===== src/rtl/game_pkg.sv =====
// game_pkg: encodings shared by the game controllers.
//   TITLE/STAGE1..3 : game-state codes driven by the game FSM (4 bits)
//   dir_t           : sprite facing direction, as packed into a player_state nibble
//   pstate_t        : player FSM states
//   SPRITE_W        : sprite width in half-res pixels
//   is_stage()      : true for STAGE1..3
//   stage_idx()     : nibble slot (0..2) owned by a stage
package game_pkg;

    localparam logic [3:0] TITLE  = 4'd0;
    localparam logic [3:0] STAGE1 = 4'd2;
    localparam logic [3:0] STAGE2 = 4'd4;
    localparam logic [3:0] STAGE3 = 4'd6;

    localparam int SPRITE_W = 10;

    typedef enum logic [1:0] {
        DIR_DOWN  = 2'd0,
        DIR_UP    = 2'd1,
        DIR_LEFT  = 2'd2,
        DIR_RIGHT = 2'd3
    } dir_t;

    typedef enum logic [1:0] {
        P_IDLE = 2'd0,
        P_WALK = 2'd1,
        P_DEAD = 2'd2
    } pstate_t;

    function automatic logic is_stage(input logic [3:0] s);
        return (s == STAGE1) || (s == STAGE2) || (s == STAGE3);
    endfunction

    // STAGE1/2/3 = 2/4/6, so bits [2:1] are 1/2/3.
    function automatic logic [1:0] stage_idx(input logic [3:0] s);
        return s[2:1] - 2'd1;
    endfunction

endpackage


===== src/rtl/tick_gen.sv =====
// tick_gen: free-running divider producing a one-cycle pulse every DIV cycles.
//   clk   in  1  system clock
//   rst_n in  1  asynchronous active-low reset
//   tick  out 1  registered pulse, high in the cycle the counter holds DIV-1
module tick_gen #(
    parameter int DIV = 1_000_000
) (
    input  logic clk,
    input  logic rst_n,
    output logic tick
);

    localparam int W = (DIV > 1) ? $clog2(DIV) : 1;
    localparam logic [W-1:0] LAST = W'(DIV - 1);

    logic [W-1:0] cnt;
    logic [W-1:0] cnt_next;

    // NOTE: combinational blocks assign every output before any branch so no latch is inferred.
    always_comb begin
        cnt_next = cnt + W'(1);
        if (cnt == LAST) cnt_next = '0;
    end

    // NOTE: state registers use non-blocking assignments so every flop samples pre-edge values.
    // The pulse is registered from cnt_next so it lines up with the cycle cnt reads LAST.
    always_ff @(posedge clk or negedge rst_n) begin
        if (!rst_n) begin
            cnt  <= '0;
            tick <= 1'b0;
        end else begin
            cnt  <= cnt_next;
            tick <= (cnt_next == LAST);
        end
    end

endmodule


===== src/rtl/player_ctrl.sv =====
// player_ctrl: player sprite position, walk animation and death/respawn sequencing.
//   clk, rst_n           clock, asynchronous active-low reset
//   state[3:0]           game state (TITLE/STAGE1..3)
//   key_up/down/left/right  held direction keys
//   hit                  one-cycle collision pulse
//   player_x/y[26:0]     sprite position, zero-extended 9-bit values
//   player_state[11:0]   {S3,S2,S1} nibbles, each {dir[1:0],frame[1:0]}
//   dead                 high while dying
//   move_tick            one-cycle pulse every MOVE_DIV cycles
module player_ctrl
    import game_pkg::*;
#(
    parameter int MOVE_DIV   = 1_000_000,
    parameter int ANIM_DIV   = 8,
    parameter int DEAD_TICKS = 100,
    parameter int X_MAX      = 320 - SPRITE_W,
    parameter int Y_MAX      = 230,
    parameter int SPAWN_X    = 105,
    parameter int SPAWN_Y    = 125
) (
    input  logic        clk,
    input  logic        rst_n,
    input  logic [3:0]  state,
    input  logic        key_up,
    input  logic        key_down,
    input  logic        key_left,
    input  logic        key_right,
    input  logic        hit,
    output logic [26:0] player_x,
    output logic [26:0] player_y,
    output logic [11:0] player_state,
    output logic        dead,
    output logic        move_tick
);

    localparam int AW = $clog2(ANIM_DIV + 1);
    localparam int DW = $clog2(DEAD_TICKS + 1);
    localparam logic [AW-1:0] A_LAST = AW'(ANIM_DIV - 1);
    localparam logic [DW-1:0] D_LAST = DW'(DEAD_TICKS - 1);
    localparam logic [8:0] X_LIM = 9'(X_MAX);
    localparam logic [8:0] Y_LIM = 9'(Y_MAX);
    localparam logic [8:0] X_SPN = 9'(SPAWN_X);
    localparam logic [8:0] Y_SPN = 9'(SPAWN_Y);

    logic [8:0]       x, y, x_step, y_step;
    logic [2:0][3:0]  ps;
    pstate_t          pstate;
    logic [AW-1:0]    anim_cnt;
    logic [DW-1:0]    dead_cnt;
    logic [3:0]       prev_state;
    dir_t             step_dir;
    logic             any_key, in_stage, stage_entry, anim_wrap;
    logic [1:0]       idx, title_frame;

    tick_gen #(.DIV(MOVE_DIV)) u_tick (
        .clk   (clk),
        .rst_n (rst_n),
        .tick  (move_tick)
    );

    assign player_x     = {18'd0, x};
    assign player_y     = {18'd0, y};
    assign player_state = ps;

    assign any_key     = key_up | key_down | key_left | key_right;
    assign in_stage    = is_stage(state);
    assign stage_entry = in_stage && (state != prev_state);
    assign idx         = stage_idx(state);
    assign anim_wrap   = move_tick && (anim_cnt == A_LAST);
    // TITLE drives all three nibbles from S1's frame.
    assign title_frame = anim_wrap ? ps[0][1:0] + 2'd1 : ps[0][1:0];

    // Single-key pick (up > down > left > right) with bound check before the step.
    always_comb begin
        step_dir = DIR_RIGHT;
        x_step   = x;
        y_step   = y;
        if (key_up) begin
            step_dir = DIR_UP;
            if (y != 9'd0) y_step = y - 9'd1;
        end else if (key_down) begin
            step_dir = DIR_DOWN;
            if (y < Y_LIM) y_step = y + 9'd1;
        end else if (key_left) begin
            step_dir = DIR_LEFT;
            if (x != 9'd0) x_step = x - 9'd1;
        end else begin
            if (x < X_LIM) x_step = x + 9'd1;
        end
    end

    always_ff @(posedge clk or negedge rst_n) begin
        if (!rst_n) begin
            x          <= X_SPN;
            y          <= Y_SPN;
            ps         <= '0;
            pstate     <= P_IDLE;
            anim_cnt   <= '0;
            dead_cnt   <= '0;
            dead       <= 1'b0;
            prev_state <= TITLE;
        end else begin
            prev_state <= state;
            if (stage_entry) begin
                // Entering a stage always restarts the player, even mid-death.
                x        <= X_SPN;
                y        <= Y_SPN;
                ps[idx]  <= '0;
                pstate   <= P_IDLE;
                anim_cnt <= '0;
                dead_cnt <= '0;
                dead     <= 1'b0;
            end else if (state == TITLE) begin
                ps <= {3{DIR_DOWN, title_frame}};
                if (move_tick) anim_cnt <= anim_wrap ? '0 : anim_cnt + AW'(1);
            end else if (in_stage) begin
                unique case (pstate)
                    P_IDLE: begin
                        if (hit) begin
                            pstate   <= P_DEAD;
                            dead     <= 1'b1;
                            dead_cnt <= '0;
                        end else if (any_key) begin
                            pstate <= P_WALK;
                        end
                    end
                    P_WALK: begin
                        if (hit) begin
                            pstate   <= P_DEAD;
                            dead     <= 1'b1;
                            dead_cnt <= '0;
                        end else if (!any_key) begin
                            pstate       <= P_IDLE;
                            ps[idx][1:0] <= 2'd0;
                            anim_cnt     <= '0;
                        end else if (move_tick) begin
                            ps[idx][3:2] <= step_dir;
                            x            <= x_step;
                            y            <= y_step;
                            anim_cnt     <= anim_wrap ? '0 : anim_cnt + AW'(1);
                            if (anim_wrap) ps[idx][1:0] <= ps[idx][1:0] + 2'd1;
                        end
                    end
                    P_DEAD: begin
                        if (move_tick) begin
                            if (dead_cnt == D_LAST) begin
                                x        <= X_SPN;
                                y        <= Y_SPN;
                                ps[idx]  <= {DIR_DOWN, 2'd0};
                                pstate   <= P_IDLE;
                                anim_cnt <= '0;
                                dead_cnt <= '0;
                                dead     <= 1'b0;
                            end else begin
                                dead_cnt <= dead_cnt + DW'(1);
                            end
                        end
                    end
                    default: pstate <= P_IDLE;
                endcase
            end
        end
    end

endmodule


===== config.mk =====
export PLATFORM = sky130hd
export DESIGN_NAME = player_ctrl
export DESIGN_NICKNAME = d
export VERILOG_FILES = /design/src/rtl/game_pkg.sv /design/src/rtl/tick_gen.sv /design/src/rtl/player_ctrl.sv
export SDC_FILE = /design/constraint.sdc
export NUM_CORES = 1
export LEC_CHECK = 0
export ABC_CLOCK_PERIOD_IN_PS = 6030
export CAP_MARGIN = 20
export CORE_AREA = 2 2 90 100
export DETAILED_ROUTE_END_ITERATION = 7
export DIE_AREA = 0 0 92 102
export HOLD_SLACK_MARGIN = 0.03
export PLACE_DENSITY = 0.84
export SLEW_MARGIN = 30
export SYNTH_ARGS = -nofsm -noshare
export SYNTH_HDL_FRONTEND = slang
export SYNTH_HIERARCHICAL = 1
export SYNTH_SLANG_ARGS = --single-unit

===== constraint.sdc =====
create_clock -name clk -period 6.03 [get_ports clk]
set_input_delay 1.206 -clock clk [delete_from_list [all_inputs] [get_ports clk]]
set_output_delay 1.206 -clock clk [all_outputs]
set_load 0.01 [all_outputs]

# == Word level (Yosys, flattened, before mapping) ==
# Cells that the tools add are included.
# totals
regBits,69
inputBits,11
word_cells,170
# op_classes
addsub,10
magnitude_cmp,4
n_eq_ne,30
mux,87
bitwise,5
n_reduce_logical,22
# ops
op,count
9-bit two-way mux,25
12-bit two-way mux,9
4-bit two-way mux,11
7-bit two-way mux,6
20-bit equality test (second input constant),2
12-bit bitwise mux,3
4-bit != test (second input constant),9
9-bit one-hot mux with 2 select lines,2
2-bit two-way mux,14
4-bit demux with 2-bit select,3
12-bit one-hot mux with 2 select lines,1
20-bit by 1-bit adder with 20-bit output (second input constant),1
20-bit two-way mux,1
9-bit by 1-bit adder with 9-bit output (second input constant),2
6-bit AND reduction,3
9-bit nonzero test,2
9-bit by 1-bit subtractor with 9-bit output (second input constant),2
3-bit != test (second input constant),5
7-bit one-hot mux with 2 select lines,1
12-bit bitwise AND,1
4-bit by 3-bit equality test with 1-bit output (second input constant),3
12-bit NOT,1
12-bit AND reduction,1
11-bit AND reduction,1
33 further kinds,49

# == Longest topological paths before layout ==
# logic_depth
ltp_word,15
depth_mapped,10
ltp_nobuf,9

# == Modules after synthesis ==
# Netlist, hierarchy kept.
# by_module_without_submodules
module,n_inst,cells_each,area_each_um2,seq_area_each_um2
player_ctrl,1,404,3644.7,1213.7
tick_gen,1,111,1157.4,525.5

# == Worst setup path before layout ==
# OpenSTA, ideal clock, no wires.
# synth_path
path_kind,input to register
startpoint,input port state[0]
endpoint,register y[8]
arrival_ps,3066
t_required_ps,5954
setup_slack_ps,2888
cell_stages,9
path_buffers,2
cell_sequence,buf_2 xor2_1 nor4_4 or4b_4 a31o_1 buf_2 o21ai_1 nand2_1 o21ai_1
# synth_via
elab_chain_cells,6
# synth_rtl
item,line,source
from (decl),player_ctrl.sv:23,"input logic [3:0] state,"
4-bit by 2-bit equality test with 1-bit output or 4-bit by 3-bit equality test with 1-bit output (tied branches),game_pkg.sv:31,return (s == STAGE1) || (s == STAGE2) || (s == STAGE3);
1-bit logical OR (2 in series),game_pkg.sv:31,
1-bit logical AND,player_ctrl.sv:67,assign stage_entry = in_stage && (state != prev_state);
4-bit != test (no source line) (tied with other cells),-,
11-bit AND reduction (no source line),-,
to (signal assigned),player_ctrl.sv:139,y <= y_step;
to (decl),player_ctrl.sv:45,"logic [8:0] x, y, x_step, y_step;"
# Parallel ways exist; a longest one is shown, timed or not.
# A chain may end at the register's enable or synchronous reset.

# == Worst setup path after layout ==
# layout_path
startpoint,input port state[1]
endpoint,"register ps, in the netlist player_state[6]"
# layout_via
elab_chain_cells,15
# layout_rtl
item,line,source
2-bit by 1-bit subtractor with 2-bit output,game_pkg.sv:36,return s[2:1] - 2'd1;
2-bit by 3-bit less-than comparator with 1-bit output (implied by the code) or 2-bit by 1-bit >= comparator with 1-bit output (tied branches),"player_ctrl.sv:108, player_ctrl.sv:137, player_ctrl.sv:149",
1-bit logical AND (implied by the code),"player_ctrl.sv:108, player_ctrl.sv:137, player_ctrl.sv:149",
4-bit two-way mux (implied by the code),player_ctrl.sv:137,ps[idx][3:2] <= step_dir;
4-bit demux with 2-bit select,player_ctrl.sv:137,
12-bit bitwise mux,player_ctrl.sv:137,
12-bit bitwise mux,player_ctrl.sv:141,if (anim_wrap) ps[idx][1:0] <= ps[idx][1:0] + 2'd1;
12-bit two-way mux,player_ctrl.sv:141,
12-bit two-way mux,player_ctrl.sv:136,end else if (move_tick) begin
12-bit two-way mux,player_ctrl.sv:132,end else if (!any_key) begin
12-bit two-way mux,player_ctrl.sv:128,if (hit) begin
12-bit one-hot mux with 2 select lines,player_ctrl.sv:117,unique case (pstate)
12-bit two-way mux,player_ctrl.sv:116,end else if (in_stage) begin
12-bit two-way mux,player_ctrl.sv:113,end else if (state == TITLE) begin
12-bit two-way mux,player_ctrl.sv:104,if (stage_entry) begin
to (signal assigned),player_ctrl.sv:114,"ps <= {3{DIR_DOWN, title_frame}};"
"to (signal, indexed assignment)",player_ctrl.sv:137,
"to (signal, indexed assignment)",player_ctrl.sv:141,
to (decl),player_ctrl.sv:46,logic [2:0][3:0] ps;
# Parallel ways exist; a longest one is shown, timed or not. The select of a mux whose other input is x is not followed.

==> results list <==
* Slowest cell on the critical path: sky130_fd_sc_hd__clkdlybuf4s50_1
- Dividing the detail-routed wire length by the instance count gives around 16 µm.
- In this run, distinct cell masters in the synthesized netlist total between 70 and 80.
* Headroom to the max-slew limit: between 40% and 50%
* RSZ-0062 raised after global routing: false
* Horiz. Die Dim: 92 µm
* Kind of end point of the critical path: register
* Post-CTS sizing: 0
- For the worst flop-to-flop path, the logic depth is 9.
* Total number of vias: between 4000 and 5000
* Multi-input logic area: between 2000 and 3000 µm²
* Synth Area per Inst: between 9 and 10 µm²
- In this run the post-CTS setup repair buffer count came out at 0.
- Number of failing hold endpoints at the final stage: 0
* Max-cap viol count: 0
* Hold path endpoint: u_tick/cnt[0]
- Number of flip-flops and latches in the synthesized netlist: 69
* Setup skew after layout: 0.00995 ns
- Setup total negative slack: 0 ns
- Counting flops with an async set or reset pin after synthesis yields a share of between 90% and 100%.
- Std-Cell Core Area: around 8300 µm²
* Worst Setup Path Type: input port to register
- From bottom edge to top edge, the die measures 102 µm.
- Drt first pass iters: 4
- The largest single stage delay on the critical path is 0.68 ns.
- FF-to-FF End: anim_cnt[3]
- The worst register-to-register path has a setup slack of approximately 3.2 ns.
- Final cell count without fillers: 666
* Worst hold-check slack: 0.487 ns
- Across the VDD grid, the largest voltage drop is 0.000122 V.
- Hold-fix buffer count after cts: 0
* Instance count after placement with tap cells included: 650
- Worst path arrival time: roughly 4.3 ns
* Post-synth EDFFs: 0
- After detailed routing, the total wire length is between 10000 and 15000 µm.
* DRC viols: 0
- P&R area growth vs syn: 10.8%
* Library cell used as clock root buffer: sky130_fd_sc_hd__clkbuf_8
- Largest net degree at the start of global routing: 70
- Most frequent cells in the layout: sky130_fd_sc_hd__dfrtp_1 (59), sky130_fd_sc_hd__nor2_1 (44), sky130_fd_sc_hd__clkdlybuf4s50_1 (41)
- After layout, the minimum clock period comes to about 4.0 ns.
- The max-slew violation total from the final report came to 0.
- For this block, the initial DRC count from the detailed router was 266.
* Weighted congestion at the end of routability-driven global placement: approximately 0.9
* Num rows: 35
- The first global-routing pass estimated between 15000 and 20000 µm of wire.
- Share of the yosys chip area belonging to registers: between 30% and 40%
* CTS sink cnt: a little under 70
- The clock tree synthesis step divided the H-tree into 3 levels.
* Number of nets still failing antenna checks after routing: 0
- The die covers between 9000 and 10000 µm².
* Clock edge transition at the registers on the reported setup and hold paths: 0.07 ns
- Clock buffer count from CTS: 9
- After legalization and detailed placement, the total HPWL measured just under 8000 µm.
- PwrDens: roughly 260 nW/µm²
- The clock passes through at most 2 buffers.
* Reg area: between 1500 and 2000 µm²
* Worst path cell trace: clkdlybuf4s50_1 > xor2_1 > nor4_4 > nor2_1 > o21ai_1 > a2111oi_2 > nor3b_1 > a22o_1
- Fillcell total: ~670
- The later pin in the worst-skew pair is clocked with a latency of around 0.35 ns.
* Dominant synthesized flop cell: sky130_fd_sc_hd__dfrtp_1
* Grt ovf: 0
- Synthesis produced a netlist whose cell count is approximately 500.
- Total power for the finished layout comes to about 1.4 mW.
- Global routing consumed, over all layers together, between 20% and 30% of the routing resources.
- The final critical path takes up about two thirds of the cycle.
* Leading cell type in the layout, fill and taps excluded: sky130_fd_sc_hd__dfrtp_1
- The net count of the finished layout is 586.
- For this configuration, the core starts out at a cell density of 57.7%.
- Fraction of layout instances using a drive strength above 1: slightly below 8%
- The repair_antennas step left the layout with diodes totalling 0.
* Worst Max-Slew Pin Slew: roughly 0.8 ns
- Together, buffers and inverters on the worst path number 1.
- The startpoint identified for the worst hold timing path is u_tick/cnt[0].
* Req. time, crit path: between 6 and 7 ns
- Cell family with most CP delay: simple AND/OR/NAND/NOR gates
* Category of the worst setup path launch point: input port
- For this design the top-level I/O count stands at ~80.
- Static timing analysis puts the maximum clock frequency at roughly 0.25 GHz.
- Worst hold path cell count: 1
- Min-delay worst type: register to register
- Setup violations remaining at the end of the flow were counted as 0.
- Buffers placed on the I/O ports in this run total 42.
- The flow ran to the end, and the final reports show no timing, DRC or antenna violations.
- Initial antenna violation count: 0
- Vias per inst: ~6.1
- The via count of the first global-routing pass came to roughly 3900.
- For this run, the number of Yosys warnings is 6.
- TritonCTS built the clock tree.
- Static Leak: 2.24 nW
- The cell area that synthesis handed to floorplanning was about 4800 µm².
- Start of the worst register-to-register path: pstate[0]
- Maximum fanout along the worst path: 13
==> Yosys cell counts, types with 15 or more instances <==
| master | count | share of area [%] |
|---|---|---|
| sky130_fd_sc_hd__xor2_1 | 22 | 4.0 |
| sky130_fd_sc_hd__nand2_1 | 34 | 2.7 |
| sky130_fd_sc_hd__o21ai_0 | 20 | 2.1 |
| sky130_fd_sc_hd__a21oi_1 | 15 | 1.6 |
| sky130_fd_sc_hd__dfrtp_1 | 59 | 31 |
| sky130_fd_sc_hd__buf_4 | 36 | 5.6 |
| sky130_fd_sc_hd__o21ai_1 | 15 | 1.6 |
| sky130_fd_sc_hd__nor2_1 | 44 | 3.4 |
| sky130_fd_sc_hd__xnor2_1 | 19 | 3.5 |
| sky130_fd_sc_hd__inv_1 | 17 | 1.3 |
| sky130_fd_sc_hd__nand3_1 | 15 | 1.6 |
| sky130_fd_sc_hd__ha_1 | 23 | 6.0 |
==> report_power, final <==
group | internal, mW | total [mW] | switching (mW) | leakage [nW]
Clock | 0.171 | 0.342 | 0.171 | 0.0905
Sequential | 0.530 | 0.594 | 0.0639 | 0.891
Combinational | 0.220 | 0.467 | 0.247 | 1.26
Total | 0.921 | 1.40 | 0.482 | 2.24
==> worst reg2reg max path, cell delays in order (launching register included) <==
cell and delay (ns):
sky130_fd_sc_hd__dfrtp_1 0.36, sky130_fd_sc_hd__inv_1 0.08, sky130_fd_sc_hd__ha_1 0.43, sky130_fd_sc_hd__inv_1 0.24, sky130_fd_sc_hd__a31o_2 0.18, sky130_fd_sc_hd__nand2_1 0.06, sky130_fd_sc_hd__a311o_1 0.44, sky130_fd_sc_hd__o21bai_1 0.27
sky130_fd_sc_hd__or2_1 0.33, sky130_fd_sc_hd__o41ai_1 0.33
==> stage by stage <==
step / util, % / setup WS, ns / area [µm²]
after global placement: 61.8 / 1.91 / 5140
after floorplan: - / 2.89 / 4930
after detailed placement: 61.8 / 1.76 / 5140
after global routing: 63.9 / 1.68 / 5320
final: 63.9 / 2.02 / 5320
after CTS: 63.9 / 2.09 / 5320
==> per-layer routing <==
metal | wire, µm | up-vias | track usage (%) | part of all wire, %
met5 | 0 | - | 0 | 0
met4 | 255 | 0 | 11.8 | 2.4
met3 | 702 | 26 | 3.83 | 6.5
met2 | 5480 | 190 | 41.5 | 51
met1 | 4330 | 1926 | 28.2 | 40
li1 | - | 1890 | - | -
==> logic make-up (layout without fill, tap and decap cells) <==
logic type | count (synthesis) | in the layout | synth area share [%]
adder cells (fa/ha/maj) | 25 | 25 | 6.83
buffers and inverters | 72 | 77 | 8.81
multiplexers | 4 | 4 | 0.886
other | 1 | 36 | 0.0781
XOR/XNOR | 41 | 41 | 7.48
flip-flops | 69 | 69 | 36.2
AND/OR/NAND/NOR | 169 | 169 | 19.4
AO/OA/AOI/OAI | 134 | 134 | 20.3
==> cell type report <==
| cell class | count | share of cell area [%] |
|---|---|---|
| Clock buffer | 14 | 3.06 |
| Clock inverter | 2 | 0.188 |
| Inverter | 17 | 1.20 |
| Multi-Input combinational cell | 409 | 52.1 |
| Sequential cell | 69 | 32.7 |
| Tap cell | 111 | 2.61 |
| Timing Repair Buffer | 44 | 8.16 |
==> flip-flops by register name (all words and copies together), names as in the netlist <==
register and cells:
player_state 12, u_tick/tick 1, u_tick/cnt 20, x 9
y 9, dead_cnt 7, dead 1, pstate 2
anim_cnt 4, prev_state 4
==> worst max-delay path by stage <==
stage             start                to  slack, ns  cells after the start
2_1_floorplan  state[0]              y[8]       2.89                      9
3_3_place_gp   state[0]  player_state[10]       1.91                      8
3_5_place_dp   state[1]  player_state[10]       1.76                      8
4_1_cts        state[1]   player_state[6]       2.09                      8
5_1_grt        state[1]  player_state[10]       1.68                      8
6_report       state[1]   player_state[6]       2.02                      8
Note: power is estimated with default switching activity, not from simulation.
